<file path="src/rtl/axis_pkg.sv">
// Shared definitions for the AXI-Stream frame generator: FSM states, the
// "no error frame" marker and the byte-pattern helper.
package axis_pkg;

    typedef enum logic [1:0] {
        IDLE = 2'd0,
        SEND = 2'd1,
        GAP  = 2'd2
    } state_t;

    // Truncated to CNT_WIDTH where used; all-ones means no frame is marked.
    localparam logic [31:0] CNT_NONE = 32'hFFFF_FFFF;

    // Callers truncate the sum to DATA_WIDTH, which gives the modulo wrap.
    function automatic logic [31:0] pattern_sum(input logic [31:0] seed,
                                                input logic [31:0] frame,
                                                input logic [31:0] beat);
        return seed + frame + beat;
    endfunction

endpackage

</file>
<file path="src/rtl/axis_frame_gen.sv">
// AXI-Stream frame source: programmed number of frames of programmed length,
// incrementing byte pattern, tlast per frame, optional tuser error marking.
module axis_frame_gen
    import axis_pkg::*;
#(
    parameter int DATA_WIDTH = 8,
    parameter int LEN_WIDTH  = 16,
    parameter int CNT_WIDTH  = 16,
    parameter int GAP_WIDTH  = 8
) (
    input  logic                  clk,
    input  logic                  rst,
    input  logic                  cfg_start,
    input  logic                  cfg_stop,
    input  logic [LEN_WIDTH-1:0]  cfg_frame_len,
    input  logic [CNT_WIDTH-1:0]  cfg_frame_count,
    input  logic [GAP_WIDTH-1:0]  cfg_gap,
    input  logic [DATA_WIDTH-1:0] cfg_seed,
    input  logic [CNT_WIDTH-1:0]  cfg_err_frame,
    output logic                  busy,
    output logic [CNT_WIDTH-1:0]  frames_sent,
    output logic [DATA_WIDTH-1:0] m_axis_tdata,
    output logic                  m_axis_tvalid,
    input  logic                  m_axis_tready,
    output logic                  m_axis_tlast,
    output logic                  m_axis_tuser
);

    localparam logic [CNT_WIDTH-1:0] ERR_NONE = CNT_WIDTH'(CNT_NONE);
    localparam logic [LEN_WIDTH-1:0] LEN_ONE  = LEN_WIDTH'(1);

    state_t                state_q, state_d;
    logic [LEN_WIDTH-1:0]  len_q, len_d;
    logic [CNT_WIDTH-1:0]  count_q, count_d;
    logic [GAP_WIDTH-1:0]  gap_q, gap_d;
    logic [DATA_WIDTH-1:0] seed_q, seed_d;
    logic [CNT_WIDTH-1:0]  err_q, err_d;
    logic                  stop_q, stop_d;
    logic [LEN_WIDTH-1:0]  beat_q, beat_d;
    logic [GAP_WIDTH-1:0]  gap_cnt_q, gap_cnt_d;
    logic [CNT_WIDTH-1:0]  sent_q, sent_d;
    logic [DATA_WIDTH-1:0] tdata_q, tdata_d;
    logic                  tvalid_q, tvalid_d;
    logic                  tlast_q, tlast_d;
    logic                  tuser_q, tuser_d;
    logic                  busy_q, busy_d;

    logic [LEN_WIDTH-1:0]  start_len;
    logic [LEN_WIDTH-1:0]  beat_nx;
    logic [CNT_WIDTH-1:0]  sent_nx;
    logic                  no_more;

    function automatic logic hit_err(input logic [CNT_WIDTH-1:0] frame,
                                     input logic [CNT_WIDTH-1:0] err);
        return (frame == err) && (err != ERR_NONE);
    endfunction

    assign start_len = (cfg_frame_len == '0) ? LEN_ONE : cfg_frame_len;
    assign beat_nx   = beat_q + LEN_ONE;
    assign sent_nx   = sent_q + CNT_WIDTH'(1);
    // A stop pulse arriving on the tlast transfer cycle also ends the run.
    assign no_more   = stop_q || cfg_stop || ((count_q != '0) && (sent_nx == count_q));

    always_comb begin
        state_d   = state_q;
        len_d     = len_q;
        count_d   = count_q;
        gap_d     = gap_q;
        seed_d    = seed_q;
        err_d     = err_q;
        stop_d    = stop_q;
        beat_d    = beat_q;
        gap_cnt_d = gap_cnt_q;
        sent_d    = sent_q;
        tdata_d   = tdata_q;
        tvalid_d  = tvalid_q;
        tlast_d   = tlast_q;
        tuser_d   = tuser_q;

        case (state_q)
            IDLE: begin
                if (cfg_start) begin
                    state_d  = SEND;
                    len_d    = start_len;
                    count_d  = cfg_frame_count;
                    gap_d    = cfg_gap;
                    seed_d   = cfg_seed;
                    err_d    = cfg_err_frame;
                    stop_d   = 1'b0;
                    beat_d   = '0;
                    sent_d   = '0;
                    tvalid_d = 1'b1;
                    tdata_d  = cfg_seed;
                    tlast_d  = (start_len == LEN_ONE);
                    tuser_d  = (start_len == LEN_ONE) && hit_err('0, cfg_err_frame);
                end
            end

            SEND: begin
                stop_d = stop_q || cfg_stop;
                if (tvalid_q && m_axis_tready) begin
                    if (!tlast_q) begin
                        beat_d  = beat_nx;
                        tdata_d = DATA_WIDTH'(pattern_sum(32'(seed_q), 32'(sent_q), 32'(beat_nx)));
                        tlast_d = (beat_nx == len_q - LEN_ONE);
                        tuser_d = (beat_nx == len_q - LEN_ONE) && hit_err(sent_q, err_q);
                    end else begin
                        sent_d  = sent_nx;
                        beat_d  = '0;
                        tlast_d = 1'b0;
                        tuser_d = 1'b0;
                        if (no_more) begin
                            state_d  = IDLE;
                            tvalid_d = 1'b0;
                        end else if (gap_q == '0) begin
                            tdata_d = DATA_WIDTH'(pattern_sum(32'(seed_q), 32'(sent_nx), 32'd0));
                            tlast_d = (len_q == LEN_ONE);
                            tuser_d = (len_q == LEN_ONE) && hit_err(sent_nx, err_q);
                        end else begin
                            state_d   = GAP;
                            gap_cnt_d = gap_q;
                            tvalid_d  = 1'b0;
                        end
                    end
                end
            end

            GAP: begin
                if (stop_q || cfg_stop) begin
                    state_d = IDLE;
                end else if (gap_cnt_q <= GAP_WIDTH'(1)) begin
                    // sent_q already counts the previous frame, so it is the new frame index.
                    state_d  = SEND;
                    tvalid_d = 1'b1;
                    tdata_d  = DATA_WIDTH'(pattern_sum(32'(seed_q), 32'(sent_q), 32'd0));
                    tlast_d  = (len_q == LEN_ONE);
                    tuser_d  = (len_q == LEN_ONE) && hit_err(sent_q, err_q);
                end else begin
                    gap_cnt_d = gap_cnt_q - GAP_WIDTH'(1);
                end
            end

            default: begin
                state_d  = IDLE;
                tvalid_d = 1'b0;
            end
        endcase

        busy_d = (state_d != IDLE);
    end

    always_ff @(posedge clk) begin
        if (rst) begin
            state_q   <= IDLE;
            len_q     <= '0;
            count_q   <= '0;
            gap_q     <= '0;
            seed_q    <= '0;
            err_q     <= '0;
            stop_q    <= 1'b0;
            beat_q    <= '0;
            gap_cnt_q <= '0;
            sent_q    <= '0;
            tdata_q   <= '0;
            tvalid_q  <= 1'b0;
            tlast_q   <= 1'b0;
            tuser_q   <= 1'b0;
            busy_q    <= 1'b0;
        end else begin
            state_q   <= state_d;
            len_q     <= len_d;
            count_q   <= count_d;
            gap_q     <= gap_d;
            seed_q    <= seed_d;
            err_q     <= err_d;
            stop_q    <= stop_d;
            beat_q    <= beat_d;
            gap_cnt_q <= gap_cnt_d;
            sent_q    <= sent_d;
            tdata_q   <= tdata_d;
            tvalid_q  <= tvalid_d;
            tlast_q   <= tlast_d;
            tuser_q   <= tuser_d;
            busy_q    <= busy_d;
        end
    end

    assign busy          = busy_q;
    assign frames_sent   = sent_q;
    assign m_axis_tdata  = tdata_q;
    assign m_axis_tvalid = tvalid_q;
    assign m_axis_tlast  = tlast_q;
    assign m_axis_tuser  = tuser_q;

endmodule
</file>
<file path="config.mk">
export PLATFORM = sky130hd
export DESIGN_NAME = axis_frame_gen
export DESIGN_NICKNAME = d
export VERILOG_FILES = /design/src/rtl/axis_pkg.sv /design/src/rtl/axis_frame_gen.sv
export SDC_FILE = /design/constraint.sdc
export NUM_CORES = 1
export LEC_CHECK = 0
export ABC_AREA = 0
export BUFFER_PORTS_ARGS = -buffer_cell sky130_fd_sc_hd__buf_2
export CAP_MARGIN = 20
export CORE_ASPECT_RATIO = 0.7
export CORE_MARGIN = 4
export CORE_UTILIZATION = 60
export CTS_CLUSTER_SIZE = 10
export DETAILED_ROUTE_END_ITERATION = 7
export PLACE_DENSITY = 0.89
export SLEW_MARGIN = 25
export SYNTH_ARGS = -nofsm -noshare
export SYNTH_HDL_FRONTEND = slang
export SYNTH_SLANG_ARGS = --single-unit
</file>
<file path="constraint.sdc">
create_clock -name clk -period 3.6 [get_ports clk]
set_clock_uncertainty 0.1 [all_clocks]
set_input_delay 0 -clock clk [delete_from_list [all_inputs] [get_ports clk]]
set_output_delay 0 -clock clk [all_outputs]
set_load 0.005 [all_outputs]
</file>
# After elaboration in Yosys (flattened, before gate mapping)

Index checks and enable logic that the tools add are counted.

Bits of input ports: 69
Output and inout port bits: 28
Bits in registers: 119

Muxes and demuxes: 57
Eq/ne operators: 21
Add/subtract/negate cells: 7
Reductions and logical operators: 28
Order comparisons: 1

Operator list:

| operator              | count |
|---|---|
| $mux 8                | 13 |
| $mux 16               | 6 |
| $eq 16x16->1          | 4 |
| $pmux 16 s2           | 2 |
| $add 16x1->16 const B | 2 |
| $eq 16x1->1 const B   | 2 |
| $logic_not 16->1      | 2 |
| $ne 16x16->1 const B  | 2 |
| $add 8x8->8           | 3 |
| $pmux 8 s3            | 1 |
| $mux 1                | 22 |
| $ne 2x2->1 const B    | 8 |
| $pmux 8 s2            | 1 |
| $reduce_bool 16->1    | 1 |
| $sub 16x1->16 const B | 1 |
| $mux 2                | 7 |
| $reduce_and 7->1      | 2 |
| $logic_and 1x1->1     | 9 |
| $ne 3x3->1 const B    | 3 |
| $pmux 1 s3            | 3 |
| $le 8x1->1 const B    | 1 |
| $logic_not 8->1       | 1 |
| $sub 8x1->8 const B   | 1 |
| $pmux 2 s3            | 1 |
| other kinds (12)      | 16 |

# Logic depth before layout (Yosys ltp)

Gate-level depths: netlist (run 1).

Depth in word-level cells: 9
Gate-level depth with buffers: 14
Gate-level depth less buffers: 14

# Worst setup path before layout (run 1)

No wires, ideal clock.

Path type: register to register
From: reg sent_q[0] (netlist: frames_sent[0])
To: reg tdata_q[7] (netlist: m_axis_tdata[7])
Slack: 0.336 ns
Data required time: 3.399 ns
Buffers on the path: 0
Arrival time: 3.063 ns
Stages on the path, launching flop included: 14
Library setup time: 0.101 ns
Period minus slack after synthesis: 3.264 ns
Cell sequence: dfxtp_1 ha_1 fa_1 a21o_1 a21oi_1 xnor2_1 ha_1 o21a_1 a2111oi_0 nor3_1 xnor2_1 xnor2_1 a211oi_1 o41ai_1

Word-level cells in the longest chain between the ends: 7
Elaborated cells on any way between the ends: 16
Those cells by class: 4 x add/sub; 2 x eq/ne; 7 x mux; 3 x reduce/logical

RTL lines:

| element                  | RTL line              | RTL |
|---|---|---|
| start: declaration       | axis_frame_gen.sv:41  | `logic [CNT_WIDTH-1:0] sent_q, sent_d;` |
| start signal: assignment | axis_frame_gen.sv:179 | `sent_q <= sent_d;` |
| $add 16x1->16            | axis_frame_gen.sv:60  | `assign sent_nx = sent_q + CNT_WIDTH'(1);` |
| $add 8x8->8              | axis_pkg.sv:18        | `return seed + frame + beat;` |
| $mux 8                   | axis_frame_gen.sv:115 | `end else if (gap_q == '0) begin` |
| $mux 8                   | axis_frame_gen.sv:112 | `if (no_more) begin` |
| $mux 8                   | axis_frame_gen.sv:102 | `if (!tlast_q) begin` |
| $mux 8                   | axis_frame_gen.sv:101 | `if (tvalid_q && m_axis_tready) begin` |
| $pmux 8 s3               | axis_frame_gen.sv:80  | `case (state_q)` |
| end signal: assignment   | axis_frame_gen.sv:180 | `tdata_q <= tdata_d;` |
| end: declaration         | axis_frame_gen.sv:42  | `logic [DATA_WIDTH-1:0] tdata_q, tdata_d;` |

Several ways; a longest one is shown, not always the timed one. The select of a mux whose other input is x is not followed.
A chain may end at the register's enable or synchronous reset.

# Worst setup path after layout (run 1)

From: reg seed_q[0]
To: reg tdata_q[7] (netlist: m_axis_tdata[7])

Word-level cells in the longest chain between the ends: 6
Elaborated cells on any way between the ends: 10
Those cells by class: 3 x add/sub; 7 x mux

RTL lines:

| element                                                             | RTL line              | RTL |
|---|---|---|
| start: declaration                                                  | axis_frame_gen.sv:36  | `logic [DATA_WIDTH-1:0] seed_q, seed_d;` |
| start signal: assignment                                            | axis_frame_gen.sv:158 | `seed_q <= '0;` |
| start signal: assignment                                            | axis_frame_gen.sv:174 | `seed_q <= seed_d;` |
| parallel branches: the longest is 5 deep, another holds $add 8x8->8 | -                     |  |
| $pmux 8 s3 (*)                                                      | axis_frame_gen.sv:80  |  |

Mark *: on every way between the ends. The select of a mux whose other input is x is not followed.

==> results.json, run 1 <==
{
  "tightest_slew_ns": 0.8386,
  "crit_slowest_cell": "a2111oi_1",
  "internal-power_uw": 2906,
  "drt_first_pass_iters": 6,
  "async_flop_share": 0,
  "htree_num_levels": 4,
  "p_per_area_mw_per_mm2": 436.3,
  "overflow": 0,
  "cts_buffers": 17,
  "clk_path_buf_depth": 2,
  "drive_gt1_frac": 0.1518,
  "track_usage": 0.3554,
  "grt_pass1_vias": 8605,
  "drc": 0,
  "fin_crit_sh": 0.9728,
  "dpl.cell_count": 1318,
  "start_util": 0.6173,
  "fin_hold_ws_ns": 0.06523,
  "fin_util": 0.7636,
  "fp.dieW_um": 147.4,
  "core_mm2": 0.01323,
  "maxSlewViolCount": 0,
  "finalSetupViolCount": 0,
  "path_buf_inv": 0,
  "fillCellCount": 938,
  "cp_cell_sequence": "ha_1, fa_1, a21o_1, a21oi_2, xnor2_1, ha_1, o21a_1, a2111oi_1, nor3_1, xnor2_1, xnor2_1, a211oi_1, o41ai_1",
  "total_power_uw": 4406,
  "required_ns": 3.82,
  "yosys_warnings": 0,
  "fin_nets": 1322,
  "routabilityCongestion": 0.9766,
  "io_buffers": 96,
  "max_stage_delay_ns": 0.45,
  "critPathKind": "reg2reg",
  "io-pin-count": 97,
  "initialDrtViolationCount": 1134,
  "die_h_um": 105.6,
  "detailroute.via_count": 9057,
  "synth-seq-cells": 119,
  "synth.avg_cell_area_um2": 7.651,
  "grt_start_max_net_pins": 74,
  "avgViaCountPerCell": 6.392,
  "relSlewSlack": 0.4409,
  "seqPwrFrac": 0.349,
  "cts_sinks": 119,
  "pwr-share-clk": 0.384,
  "start_kind": "flop",
  "post-route-min-period_ns": 3.502,
  "die_area_mm2": 0.01557,
  "hold_class": "in2reg",
  "critPathArrivalTime_ns": 3.72,
  "fin_cells": 1417,
  "synth_edf_count": 0,
  "floorplan.rows": 35,
  "routed_wl_mm": 27.85,
  "cp-end-kind": "flop",
  "postSynthCellCount": 1067,
  "syn_area_mm2": 0.008164,
  "cts-root-buf": "clkbuf_16",
  "path_common_cell": "xnor2_1",
  "maxCapViolations": 0,
  "drt-wirelength-per-cell_um": 19.65,
  "antenna_found_initial": 1,
  "status": "complete, no violations",
  "synthesis.nets": 1170,
  "worst_ir_drop_vdd_uv": 344.2,
  "clk_pin_slew_ns": 0.06,
  "cp_max_fo": 3,
  "seq_area_frac_synth": 0.2918,
  "hpwl_mm": 18.28,
  "drtAntennaViolNets": 0,
  "power_switching_uw": 1500,
  "antennaDiodeCount": 0,
  "ys.flop_type": "dfxtp_1",
  "timing.fmax_mhz": 285.6,
  "area.growth.synth_to_final_pct": 23.69,
  "final_hold_viol_count": 0,
  "clock_latency_ns": 0.42,
  "cts_tree": "done",
  "grt_pass1_wl_mm": 44.39,
  "sw_frac_of_total": 0.3404,
  "pwr-share-comb": 0.267,
  "synth_cell_types": 90,
  "p_leak_uw": 0.004085,
  "cp_top_family": "compound AO/OA/AOI/OAI gates"
}
## state kept, by name, indices dropped and copies added, names as in the netlist
signal	cells
beat_q	16
busy	1
count_q	16
err_q	16
frames_sent	16
gap_cnt_q	8
gap_q	8
len_q	16
m_axis_tdata	8
m_axis_tlast	1
m_axis_tuser	1
m_axis_tvalid	1
seed_q	8
state_q	2
stop_q	1
## per-layer routing
layer	GRT usage	vias to the layer above	routed length (um)
met1	0.4882	4206	11650
met3	0.1083	90	3736
met4	0.1356	2	808
met5	0	-	7
met2	0.5250	601	11650
li1	-	4158	-
## synthesized netlist by cell type, types with 3 or more instances
cell type / number / area, um2
nor4_1: 29 / 181.4
o21ai_1: 4 / 20.02
xor2_1: 41 / 359.1
and2_1: 4 / 25.02
a22oi_1: 15 / 112.6
o211ai_1: 14 / 105.1
a221oi_1: 5 / 43.79
a221o_1: 4 / 40.04
nand2_1: 155 / 581.8
a21oi_1: 121 / 605.6
nand4_1: 23 / 143.9
o21ai_0: 38 / 190.2
nand3_1: 32 / 160.2
and4_1: 4 / 35.03
mux2i_1: 4 / 40.04
a311oi_1: 4 / 35.03
or2_2: 5 / 31.28
nor2b_1: 7 / 43.79
nand3b_1: 5 / 37.54
buf_2: 8 / 40.04
or4_1: 4 / 30.03
inv_1: 28 / 105.1
ha_1: 31 / 387.9
clkbuf_1: 43 / 161.4
o32ai_1: 4 / 35.03
nor3_1: 24 / 120.1
buf_6: 3 / 33.78
nand2b_1: 9 / 56.30
nor2_1: 88 / 330.3
a31oi_1: 7 / 43.79
xnor2_1: 62 / 543.0
buf_1: 5 / 18.77
and3_1: 8 / 50.05
o21a_1: 3 / 22.52
a21o_1: 8 / 60.06
o2111ai_1: 3 / 26.28
or3_1: 16 / 100.1
dfxtp_1: 119 / 2382
fa_1: 3 / 60.06
a41oi_1: 3 / 26.28
a211oi_1: 8 / 60.06
## cells in the final DEF, fill, tap and decap left out, types with 32 or more instances in the layout
| master | synthesis | routed |
|---|---|---|
| a21oi_1 | 121 | 120 |
| buf_2 | 8 | 95 |
| buf_4 | 2 | 33 |
| dfxtp_1 | 119 | 119 |
| dlygate4sd3_1 | 0 | 67 |
| nand2_1 | 155 | 154 |
| nand3_1 | 32 | 32 |
| nor2_1 | 88 | 88 |
| o21ai_0 | 38 | 38 |
| xnor2_1 | 62 | 62 |
| xor2_1 | 41 | 41 |
## worst paths after layout
kind                startpoint               to  slack, ns  cells after the start
hold reg to reg   gap_cnt_q[6]     gap_cnt_q[6]       0.38                      2
setup / recovery     seed_q[0]  m_axis_tdata[7]        0.1                     13
setup reg to reg     seed_q[0]  m_axis_tdata[7]        0.1                     13
hold / removal             rst         gap_q[6]       0.07                      2
## area by class of cell
cell class,count,area [um2],area share
Tap cell,185,231.5,0.02292
Inverter,30,112.6,0.01115
Sequential cell,119,2382,0.2359
Timing Repair Buffer,195,1394,0.1380
Clock buffer,19,432.9,0.04287
Clock inverter,13,148.9,0.01474
Multi-Input combinational cell,856,5396,0.5344
## kinds of logic (layout without fill, tap and decap cells)
family | after synthesis | count (layout) | synth area share
simple gates | 433 | 433 | 0.2613
compound gates | 280 | 280 | 0.2241
buf+inv | 92 | 257 | 0.04843
flops | 119 | 119 | 0.2918
xor+xnor | 104 | 104 | 0.1133
mux | 5 | 5 | 0.006284
fa+ha+maj | 34 | 34 | 0.05487
## metrics by stage
step	instance area, um2	worst slack, ns	TNS (ns)
after CTS	10090	0.08664	0
final	10100	0.09798	0
after floorplan	8164	0.3360	0
after global placement	8840	0.1973	0
after global routing	10100	-0.1105	-0.1105
after detailed placement	8840	0.1346	0
## power by group through the flow
stage	Combinational [uW]	Sequential, uW	Clock (uW)
floorplan	763	1520	0
finish	1170	1540	1690
detailed placement	1060	1550	0
global placement	1030	1550	0
CTS	1130	1530	1690
global route	1270	1550	1750
## what timing repair did
item                                    CTS  global route
endpoints found under the setup margin    0             1
setup buffers                             0             0
hold buffers                             67             0
gates resized for setup                   0             2
hold endpoints to repair                 72             0
No activity file was read; power rests on OpenSTA's default activity.
==> run 2, diff against run 1 <==
--- a/config.mk
+++ b/config.mk
@@ -6,14 +6,15 @@
 export NUM_CORES = 1
 export LEC_CHECK = 0
 export ABC_AREA = 0
-export BUFFER_PORTS_ARGS = -buffer_cell sky130_fd_sc_hd__buf_2
 export CAP_MARGIN = 20
 export CORE_ASPECT_RATIO = 0.7
 export CORE_MARGIN = 4
-export CORE_UTILIZATION = 60
+export CORE_UTILIZATION = 65
+export CTS_CLUSTER_DIAMETER = 80
 export CTS_CLUSTER_SIZE = 10
 export DETAILED_ROUTE_END_ITERATION = 7
-export PLACE_DENSITY = 0.89
+export DONT_BUFFER_PORTS = 1
+export PLACE_DENSITY = 0.88
 export SLEW_MARGIN = 25
 export SYNTH_ARGS = -nofsm -noshare
 export SYNTH_HDL_FRONTEND = slang
==> results.json, run 2 (synthesis gave the netlist of run 1 again) <==
{
  "met1_length_mm": 10.87,
  "min_to": "seed_q[7]",
  "routed_wl_mm": 27.48,
  "grt_start_max_net_pins": 115,
  "fin_hold_ws_ns": 0.02230,
  "cp_max_fo": 3,
  "antennaDiodeCount": 0,
  "drive_gt1_frac": 0.08217,
  "p_leak_uw": 0.003759,
  "fin_crit_sh": 0.9807,
  "clock_latency_ns": 0.43,
  "htree_num_levels": 4,
  "drc": 0,
  "start_kind": "flop",
  "drt-wirelength-per-cell_um": 21.12,
  "detailroute.via_count": 8686,
  "cts-root-buf": "clkbuf_16",
  "grt_pass1_vias": 8440,
  "relSlewSlack": 0.4202,
  "critPathArrivalTime_ns": 3.75,
  "r2r_start": "seed_q[0]",
  "track_usage": 0.3817,
  "hpwl_mm": 17.94,
  "grt_pass1_wl_mm": 44.04,
  "io_buffers": 0,
  "layout_common_cells": "154 x nand2_1, 120 x a21oi_1, 119 x dfxtp_1",
  "cts_sinks": 119,
  "postCtsSetupBuffers": 0,
  "crit_slowest_cell": "fa_1",
  "fin_nets": 1234,
  "critPathKind": "reg2reg",
  "hold_class": "in2reg",
  "drtAntennaViolNets": 0,
  "die_h_um": 101.8,
  "post-route-min-period_ns": 3.530,
  "fillCellCount": 745,
  "p_per_area_mw_per_mm2": 463.0,
  "final_hold_viol_count": 0,
  "hold_path_depth": 3,
  "floorplan.rows": 33,
  "cp-end-kind": "flop",
  "antenna_found_initial": 0,
  "avgViaCountPerCell": 6.676,
  "max_stage_delay_ns": 0.42,
  "required_ns": 3.82,
  "grt_setup_unrepaired": "no",
  "wl_met2_mm": 12.20,
  "fin_tns_setup_ns": 0,
  "cts_buffers": 17,
  "finalSetupViolCount": 0,
  "cts_tree": "done",
  "initialDrtViolationCount": 1173,
  "maxSlewViolCount": 0,
  "routed.top_layer": "met4",
  "overflow": 0,
  "fp.dieW_um": 142.0,
  "io-pin-count": 97,
  "r2r_cells": 13,
  "core_mm2": 0.01197,
  "drt_first_pass_iters": 6,
  "worst_ir_drop_vdd_uv": 499.6,
  "maxCapViolations": 0,
  "status": "complete, no violations",
  "tightest_slew_ns": 0.8638,
  "cp_cell_sequence": "ha_1, fa_1, a21o_1, a21oi_2, xnor2_1, ha_1, o21a_1, a2111oi_2, nor3_1, xnor2_1, xnor2_1, a211oi_1, o41ai_1",
  "area.growth.synth_to_final_pct": 19.54,
  "routabilityCongestion": 0.9750,
  "start_util": 0.6818,
  "path_common_cell": "xnor2_1",
  "layout_commonest_cell": "nand2_1",
  "reg2reg_to": "m_axis_tdata[7]",
  "clk_pin_slew_ns": 0.06,
  "rrSetupSlack_ns": 0.07,
  "worstHoldStart": "cfg_start",
  "routed-wl-met3_mm": 3.757,
  "die_area_mm2": 0.01445,
  "timing.fmax_mhz": 283.3,
  "clk_path_buf_depth": 2
}
-- run 2: cell count changes in the layout (fill, tap and decap cells not counted), moves of 2 or more --
cell and delta:
buf_2 -95, dlygate4sd3_1 +9, buf_4 -3, clkinvlp_4 -3, bufinv_16 +2, clkbuf_1 -2
clkinv_2 +2
-- run 2: area by class of cell --
| class | instances | area, um2 | share of cell area |
|---|---|---|---|
| well taps | 157 | 196.4 | 0.02013 |
| flip-flops and latches | 119 | 2382 | 0.2441 |
| multi-input cells | 856 | 5419 | 0.5553 |
| repair buffers | 107 | 1013 | 0.1038 |
| inverters | 30 | 112.6 | 0.01154 |
| clock inverters | 14 | 196.4 | 0.02013 |
| clock buffers | 18 | 439.2 | 0.04500 |
-- run 2: per-stage QoR --
step	worst slack, ns	cells	power (uW)	utilization	area [um2]
floorplan	0.3360	1067	2279	-	8164
global placement	0.1759	1192	2473	0.6937	8307
detailed placement	0.05434	1192	2507	0.6937	8307
CTS	0.005461	1301	4459	0.8127	9732
global route	0.0006173	1301	4687	0.8150	9759
finish	0.06956	1301	4518	0.8150	9759
-- run 2: what timing repair did --
item / CTS / global route
endpoints found under the hold margin: 118 / 0
endpoints found under the setup margin: 1 / 10
resized for setup: 1 / 4
hold buffers: 77 / 0
pin swaps: 0 / 2
-- run 2: critical path: cells and delay by family, from the launching register on --
kind	cells	cell delay, ns
fa+ha+maj	3	0.97
compound gates	6	1.35
flops	1	0.34
xor+xnor	3	0.52
simple gates	1	0.13
-- run 2: how the worst max path moves through the flow --
stage | start | end | depth (start not counted)
after global routing | seed_q[0] | m_axis_tdata[7] | 13
after detailed placement | seed_q[0] | m_axis_tdata[7] | 13
after floorplan | frames_sent[0] | m_axis_tdata[7] | 13
after CTS | seed_q[0] | m_axis_tdata[7] | 13
final | seed_q[0] | m_axis_tdata[7] | 13
after global placement | seed_q[0] | m_axis_tdata[7] | 13
-- run 2: routing by layer --
metal,vias up,track usage
met5,-,0
met4,0,0.1187
met3,76,0.1194
met2,634,0.6023
met1,3979,0.5042
li1,3997,-
-- run 2: report_power, final --
part / internal [uW] / switching [uW]
clock network: 1180 / 672
registers: 1420 / 137
logic: 432 / 680
